$ cat src/rtl/mdio_if.sv
// MDIO pad and register-write report bundle between station
// management master and the PHY-side responder.
interface mdio_if;
    logic        mdc;
    logic        mdio_i;
    logic        mdio_o;
    logic        mdio_oe;
    logic        reg_wr_stb;
    logic [4:0]  reg_wr_addr;
    logic [15:0] reg_wr_data;
    logic        frame_err;

    modport master (
        output mdc,
        output mdio_i,
        input  mdio_o,
        input  mdio_oe,
        input  reg_wr_stb,
        input  reg_wr_addr,
        input  reg_wr_data,
        input  frame_err
    );

    modport slave (
        input  mdc,
        input  mdio_i,
        output mdio_o,
        output mdio_oe,
        output reg_wr_stb,
        output reg_wr_addr,
        output reg_wr_data,
        output frame_err
    );
endinterface

$ cat src/rtl/mdio_phy_slave.sv
// Clause-22 MDIO responder: oversamples MDC/MDIO on clk, decodes
// frames, owns a small register file and drives read data back.
module mdio_phy_slave #(
    parameter logic [4:0] PHY_ADDR = 5'b10000,
    parameter int          NUM_REGS = 32,
    parameter int          PRE_LEN  = 32
) (
    input logic   clk,
    input logic   rst,
    mdio_if.slave bus
);

    localparam int         PW = $clog2(PRE_LEN + 1);
    localparam logic [5:0] NR = 6'(NUM_REGS);

    typedef enum logic [3:0] {
        S_IDLE,
        S_START,
        S_OP,
        S_PHYAD,
        S_REGAD,
        S_TA,
        S_WDATA,
        S_RDATA,
        S_SKIP
    } state_t;

    state_t        state_q;
    logic [PW-1:0] pre_q;
    logic [4:0]    cnt_q;
    logic [1:0]    op_q;
    logic [4:0]    phy_q;
    logic [4:0]    regad_q;
    logic [15:0]   sh_q;
    logic [2:0]    mdc_q;
    logic [1:0]    mdio_q;
    logic          oe_q;
    logic          mdo_q;
    logic          stb_q;
    logic [4:0]    waddr_q;
    logic [15:0]   wdata_q;
    logic          ferr_q;
    logic          srst_q;
    logic [15:0]   regs_q [NUM_REGS];

    logic        tick;
    logic        rbit;
    logic [4:0]  raddr_d;
    logic [15:0] rword_d;
    logic [15:0] wword_d;
    logic        whit_d;

    assign tick = mdc_q[1] & ~mdc_q[2];
    assign rbit = mdio_q[1];

    assign bus.mdio_o      = mdo_q;
    assign bus.mdio_oe     = oe_q;
    assign bus.reg_wr_stb  = stb_q;
    assign bus.reg_wr_addr = waddr_q;
    assign bus.reg_wr_data = wdata_q;
    assign bus.frame_err   = ferr_q;

    // Register 0 bit 15 is a self-clearing soft reset and reads 0.
    always_comb begin
        raddr_d = {regad_q[3:0], rbit};
        rword_d = 16'hFFFF;
        for (int i = 0; i < NUM_REGS; i++) begin
            if (raddr_d == 5'(i)) begin
                rword_d = regs_q[i];
                if (i == 0) rword_d[15] = 1'b0;
            end
        end
        wword_d = {sh_q[14:0], rbit};
        whit_d  = {1'b0, regad_q} < NR;
    end

    always_ff @(posedge clk or posedge rst) begin
        if (rst) begin
            state_q <= S_IDLE;
            pre_q   <= '0;
            cnt_q   <= '0;
            op_q    <= '0;
            phy_q   <= '0;
            regad_q <= '0;
            sh_q    <= '0;
            mdc_q   <= '0;
            mdio_q  <= '0;
            oe_q    <= 1'b0;
            mdo_q   <= 1'b1;
            stb_q   <= 1'b0;
            waddr_q <= '0;
            wdata_q <= '0;
            ferr_q  <= 1'b0;
            srst_q  <= 1'b0;
            for (int i = 0; i < NUM_REGS; i++) regs_q[i] <= '0;
        end else begin
            mdc_q  <= {mdc_q[1:0], bus.mdc};
            mdio_q <= {mdio_q[0], bus.mdio_i};
            stb_q  <= 1'b0;
            ferr_q <= 1'b0;
            srst_q <= 1'b0;
            if (srst_q) begin
                for (int i = 0; i < NUM_REGS; i++) regs_q[i] <= '0;
            end
            if (tick) begin
                unique case (state_q)
                    S_IDLE: begin
                        if (rbit) begin
                            if (pre_q < PW'(PRE_LEN)) pre_q <= pre_q + 1'b1;
                        end else begin
                            if (pre_q >= PW'(PRE_LEN)) state_q <= S_START;
                            pre_q <= '0;
                        end
                    end
                    S_START: begin
                        cnt_q <= '0;
                        if (rbit) begin
                            state_q <= S_OP;
                        end else begin
                            ferr_q  <= 1'b1;
                            state_q <= S_IDLE;
                        end
                    end
                    S_OP: begin
                        op_q <= {op_q[0], rbit};
                        if (cnt_q == 5'd1) begin
                            cnt_q <= '0;
                            if (op_q[0] != rbit) begin
                                state_q <= S_PHYAD;
                            end else begin
                                ferr_q  <= 1'b1;
                                state_q <= S_IDLE;
                            end
                        end else begin
                            cnt_q <= cnt_q + 1'b1;
                        end
                    end
                    S_PHYAD: begin
                        phy_q <= {phy_q[3:0], rbit};
                        if (cnt_q == 5'd4) begin
                            cnt_q   <= '0;
                            state_q <= S_REGAD;
                        end else begin
                            cnt_q <= cnt_q + 1'b1;
                        end
                    end
                    S_REGAD: begin
                        regad_q <= raddr_d;
                        if (cnt_q == 5'd4) begin
                            cnt_q <= '0;
                            if (phy_q != PHY_ADDR) begin
                                state_q <= S_SKIP;
                            end else begin
                                if (op_q == 2'b10) sh_q <= rword_d;
                                state_q <= S_TA;
                            end
                        end else begin
                            cnt_q <= cnt_q + 1'b1;
                        end
                    end
                    S_TA: begin
                        if (op_q == 2'b10) begin
                            mdo_q   <= 1'b0;
                            oe_q    <= 1'b1;
                            cnt_q   <= '0;
                            state_q <= S_RDATA;
                        end else if (cnt_q == 5'd1) begin
                            cnt_q   <= '0;
                            state_q <= S_WDATA;
                        end else begin
                            cnt_q <= cnt_q + 1'b1;
                        end
                    end
                    S_WDATA: begin
                        sh_q <= wword_d;
                        if (cnt_q == 5'd15) begin
                            cnt_q   <= '0;
                            state_q <= S_IDLE;
                            if (whit_d) begin
                                for (int i = 0; i < NUM_REGS; i++) begin
                                    if (regad_q == 5'(i)) regs_q[i] <= wword_d;
                                end
                                stb_q   <= 1'b1;
                                waddr_q <= regad_q;
                                wdata_q <= wword_d;
                                srst_q  <= (regad_q == 5'd0) & wword_d[15];
                            end
                        end else begin
                            cnt_q <= cnt_q + 1'b1;
                        end
                    end
                    // Slot 16 is the D0 bit time: release the pad.
                    S_RDATA: begin
                        if (cnt_q == 5'd16) begin
                            oe_q    <= 1'b0;
                            mdo_q   <= 1'b1;
                            cnt_q   <= '0;
                            state_q <= S_IDLE;
                        end else begin
                            mdo_q <= sh_q[15];
                            sh_q  <= {sh_q[14:0], 1'b0};
                            cnt_q <= cnt_q + 1'b1;
                        end
                    end
                    S_SKIP: begin
                        if (cnt_q == 5'd17) begin
                            cnt_q   <= '0;
                            state_q <= S_IDLE;
                        end else begin
                            cnt_q <= cnt_q + 1'b1;
                        end
                    end
                    default: state_q <= S_IDLE;
                endcase
            end
        end
    end

endmodule

$ cat src/flat_wrapper.sv
// flat-port wrapper written by rule: the top's interface ports become plain ports
module mdio_phy_slave_flat 
#(
    parameter logic [4:0] PHY_ADDR = 5'b10000,
    parameter int          NUM_REGS = 32,
    parameter int          PRE_LEN  = 32
)
  (clk, rst, bus_mdc, bus_mdio_i, bus_mdio_o, bus_mdio_oe, bus_reg_wr_stb, bus_reg_wr_addr, bus_reg_wr_data, bus_frame_err);
  mdio_if bus_i ();
  input logic clk;
  input logic rst;
  input wire logic [$bits(bus_i.mdc)-1:0] bus_mdc;
  input wire logic [$bits(bus_i.mdio_i)-1:0] bus_mdio_i;
  output wire logic [$bits(bus_i.mdio_o)-1:0] bus_mdio_o;
  output wire logic [$bits(bus_i.mdio_oe)-1:0] bus_mdio_oe;
  output wire logic [$bits(bus_i.reg_wr_stb)-1:0] bus_reg_wr_stb;
  output wire logic [$bits(bus_i.reg_wr_addr)-1:0] bus_reg_wr_addr;
  output wire logic [$bits(bus_i.reg_wr_data)-1:0] bus_reg_wr_data;
  output wire logic [$bits(bus_i.frame_err)-1:0] bus_frame_err;
  assign bus_i.mdc = bus_mdc;
  assign bus_i.mdio_i = bus_mdio_i;
  assign bus_mdio_o = bus_i.mdio_o;
  assign bus_mdio_oe = bus_i.mdio_oe;
  assign bus_reg_wr_stb = bus_i.reg_wr_stb;
  assign bus_reg_wr_addr = bus_i.reg_wr_addr;
  assign bus_reg_wr_data = bus_i.reg_wr_data;
  assign bus_frame_err = bus_i.frame_err;
  mdio_phy_slave #(.PHY_ADDR(PHY_ADDR), .NUM_REGS(NUM_REGS), .PRE_LEN(PRE_LEN)) u_core (.clk(clk), .rst(rst), .bus(bus_i));
endmodule
$ cat config.mk
export PLATFORM = sky130hd
export DESIGN_NAME = mdio_phy_slave_flat
export DESIGN_NICKNAME = d
export VERILOG_FILES = /design/src/rtl/mdio_if.sv /design/src/rtl/mdio_phy_slave.sv /design/src/flat_wrapper.sv
export SDC_FILE = /design/constraint.sdc
export NUM_CORES = 2
export LEC_CHECK = 0
export CAP_MARGIN = 25
export CORE_MARGIN = 1
export CORE_UTILIZATION = 56
export DETAILED_ROUTE_END_ITERATION = 12
export PLACE_DENSITY = 0.81
export SYNTH_ARGS = -nofsm -noshare
export SYNTH_HDL_FRONTEND = slang
export SYNTH_SLANG_ARGS = --single-unit
$ cat constraint.sdc
create_clock -name clk -period 39.6 [get_ports clk]
set_clock_uncertainty 0.15 [all_clocks]
set_input_delay 9.9 -clock clk [delete_from_list [all_inputs] [get_ports clk]]
set_output_delay 9.9 -clock clk [all_outputs]
set_load 0.1 [all_outputs]
==> results.py <==
metrics = {
    "drt": {
        "drt_iter0_markers": 5498,
        "vias": 29154,
        "postRouteAntennaNets": 0,
        "wire_per_inst_um": 27.1,
        "drc": 0,
        "wl_um": 115000,
        "vias_per_cell": 6.88,
        "first_pass_iters": 10,
    },
    "timing": {
        "finalCritPeriodShare_pct": 31.2,
        "fin_tns_setup_ns": 0,
        "fmax_mhz": 80.9,
        "rsz0062_at_grt": "no",
        "fin_crit_ns": 12.36,
        "max_slew_margin_pct": 5.17,
        "finalSetupViolCount": 0,
        "tightest_slew_ns": 1.41,
        "hold_viol_final": 0,
        "worst_slack_ns": 27.24,
        "slew_violations": 0,
    },
    "global_route": {
        "grt_pass1_vias": 27222,
        "grtUsageTotal_pct": 42.4,
        "overflow": 0,
        "grt_start_max_net_pins": 234,
        "antenna_found_initial": 9,
        "grt_pass1_wl_um": 171000,
    },
    "outcome": {
        "status": "finished, final reports clean",
    },
    "finish": {
        "syn2layout_area_growth_pct": 9.37,
        "drive_above_1_share_pct": 8.32,
        "fin_nets": 3511,
        "stdcell_count": 4237,
        "final_cell_area_sq_um": 32600,
    },
    "setup_path": {
        "crit_buf_inv": 4,
        "r2r_slack_ns": 34.41,
        "cp.required_ns": 40.09,
        "cp.arrival_ns": 12.86,
        "max_stage_delay_ns": 0.83,
        "end_kind": "asynchronous set/reset pin",
        "start_kind": "input pin",
        "reg2reg_from": "u_core.regad_q[0]",
        "r2r_end": "u_core.sh_q[15]",
        "crit_slowest_cell": "buf_4",
        "cp_top_family": "buffers and inverters",
        "critPathKind": "input pin to asynchronous set/reset pin",
        "crit_chain": "clkdlybuf4s50_1 -> inv_8 -> buf_4 -> buf_4",
        "cp_max_fo": 132,
        "ff2ff_path_depth": 8,
        "path_common_cell": "buf_4",
    },
    "cts": {
        "h-tree-depth": 2,
        "clk_latency_ns": 0.66,
        "cts-hold-fix-buffers": 0,
        "cts_sinks": 585,
        "cts_setup_buffers": 0,
        "numCtsBuffers": 59,
        "clk_pin_slew_ns": 0.06,
        "post_cts_resized": 0,
        "cts_root_buf": "clkbuf_16",
        "cts_tree": "yes",
        "cts.path.max_buffers": 3,
    },
    "power_and_ir_drop": {
        "switching_share_pct": 22.7,
        "p_clk_share_pct": 48.4,
        "max-vdd-ir-drop_v": 0.0000368,
        "p_int_w": 0.000946,
        "p_sw_w": 0.000277,
        "powerDensity_nw_per_um2": 37.6,
        "combPwrFrac_pct": 2.5,
        "seqPwrFrac_pct": 49.0,
        "leakage_nw": 13.5,
    },
    "logic_synthesis": {
        "synth_seq_cells": 585,
        "synth_top_cell_by_area": "dfrtp_1",
        "netlist_top_cells_area": "dfrtp_1 49%, nand2_1 14%, o21ai_0 10%",
        "synthCells": 3642,
        "yosysMostFrequentCell": "nand2_1",
        "synth-seq-area-share_pct": 49.2,
        "synth.top_cell.area_share_pct": 49.1,
        "synth_area_sq_um": 29800,
        "syn_avg_cell_area_sq_um": 8.17,
        "ys_warn_count": 0,
        "synth_nets": 3653,
        "synth_ff_type": "dfrtp_1",
        "synth_edf_count": 0,
        "synth_commonest_cells": "1126 x nand2_1, 610 x o21ai_0, 584 x dfrtp_1",
        "async_flop_share_pct": 100,
        "synth.distinct_cells": 89,
    },
    "floorplanning": {
        "io_pins": 29,
        "core_area_sq_um": 52600,
        "die_area_sq_um": 54100,
        "die_x_um": 233,
        "die_y_um": 233,
        "start_util_pct": 56.6,
        "num_rows": 84,
    },
    "placed_design": {
        "io_buffers": 28,
        "gp_congestion": 1.07,
        "placed_area_sq_um": 30400,
        "dp_slack_ns": 26.51,
        "dp_cells": 4122,
        "dp_hpwl_um": 70900,
    },
    "job": {
        "maxCapViolCount": 0,
    },
    "min_path": {
        "hold_path_depth": 0,
        "min_from": "u_core.mdio_q[0]",
        "holdPathEnd": "u_core.mdio_q[1]",
        "hold_class": "register to register",
    },
}
-- flip-flops by register name, summed over array words and instances, names as in the netlist, 2 cells and up --
| register | count |
|---|---|
| u_core.bus.reg_wr_addr | 5 |
| u_core.regs_q | 511 |
| u_core.sh_q | 16 |
| u_core.op_q | 2 |
| u_core.regad_q | 5 |
| u_core.mdio_q | 2 |
| u_core.bus.reg_wr_data | 16 |
| u_core.cnt_q | 5 |
| u_core.state_q | 4 |
| u_core.phy_q | 5 |
| u_core.pre_q | 6 |
| u_core.mdc_q | 3 |
-- worst register-to-register path: cells and delay by family, from the launching register on --
kind	cells	cell delay [ns]
buf+inv	1	0.64
compound gates	4	1.89
simple gates	3	1.63
flops	1	0.74
-- how the worst max path moves through the flow --
stage,cells after the start,startpoint,end,slack (ns)
global route,4,rst,u_core.regs_q[283],26.84
finish,4,rst,u_core.regs_q[201],27.24
floorplan,1,rst,u_core.bus.frame_err,13.18
detailed placement,4,rst,u_core.regs_q[247],26.51
global placement,4,rst,u_core.regs_q[247],26.55
CTS,4,rst,u_core.regs_q[283],27.17
-- per-layer routing --
metal  wire length, um  track usage, %  part of all wire (%)  vias to the layer above
met3             19700            19.2                    17                      672
met1             39700            53.7                    35                    13556
li1                  -               -                     -                    12251
met4              9290            28.3                   8.1                       13
met2             45700            57.7                    40                     2662
met5               216            1.29                  0.19                        -
-- power by group through the flow --
stage / clock network (W) / registers [W] / logic (W)
2_1_floorplan: 0 / 0.000611 / 0.0000185
3_3_place_gp: 0 / 0.000611 / 0.0000286
3_5_place_dp: 0 / 0.000611 / 0.0000288
4_1_cts: 0.000590 / 0.000600 / 0.0000288
5_1_grt: 0.000611 / 0.000600 / 0.0000329
6_report: 0.000593 / 0.000600 / 0.0000308
-- placed cells by master, fill, tap and decap left out, types with 8 or more instances in the layout --
cell type / synthesis / layout
clkbuf_16: 0 / 61
a221o_1: 10 / 10
clkbuf_8: 0 / 15
clkdlybuf4s50_1: 0 / 28
a22oi_1: 24 / 24
nor2_2: 5 / 18
buf_4: 14 / 84
o21a_1: 8 / 8
clkbuf_1: 242 / 16
o211ai_1: 21 / 21
a2111oi_0: 12 / 11
nand2b_1: 20 / 19
nor2b_1: 31 / 29
a22o_1: 10 / 10
o31ai_1: 10 / 10
and3_1: 8 / 8
dfrtp_1: 584 / 579
o221ai_1: 23 / 23
mux2i_1: 17 / 17
mux2_2: 36 / 36
nand4_1: 9 / 9
a221oi_1: 22 / 22
a21o_1: 15 / 15
nand2_1: 1126 / 1126
nand3_1: 41 / 41
a211oi_1: 25 / 24
a21oi_1: 181 / 181
nor2_1: 142 / 129
nor3_1: 52 / 37
o21ai_1: 16 / 16
or3_1: 16 / 16
nand3b_1: 8 / 8
inv_1: 19 / 18
o21ai_0: 610 / 610
a31oi_1: 12 / 12
nor3_2: 3 / 18
o22ai_1: 61 / 61
-- cells by family after synthesis --
logic type	after synthesis	share of synthesized area (%)
xor+xnor	6	0.177
simple gates	1506	21.1
flops	585	49.2
buf+inv	348	4.94
mux	53	1.93
fa+ha+maj	7	0.294
compound gates	1137	22.4
-- area by class of cell --
class	instances	area, sq um
fillers	4413	20000
repair buffers	124	1150
well taps	688	861
clock buffers	92	1790
diodes	4	10.0
clock inverters	14	214
flip-flops and latches	585	14700
multi-input cells	2709	13800
inverters	21	93.8
-- stage by stage --
| step | total power [W] | hold slack [ns] | utilization [%] |
|---|---|---|---|
| after floorplan | 0.000629 | 0.181 | - |
| after global placement | 0.000639 | 0.187 | 57.7 |
| after detailed placement | 0.000640 | 0.189 | 57.9 |
| after CTS | 0.00122 | 0.203 | 61.8 |
| after global routing | 0.00124 | 0.211 | 61.9 |
| final | 0.00122 | 0.201 | 61.9 |
Note: power is estimated with default switching activity, not from simulation.
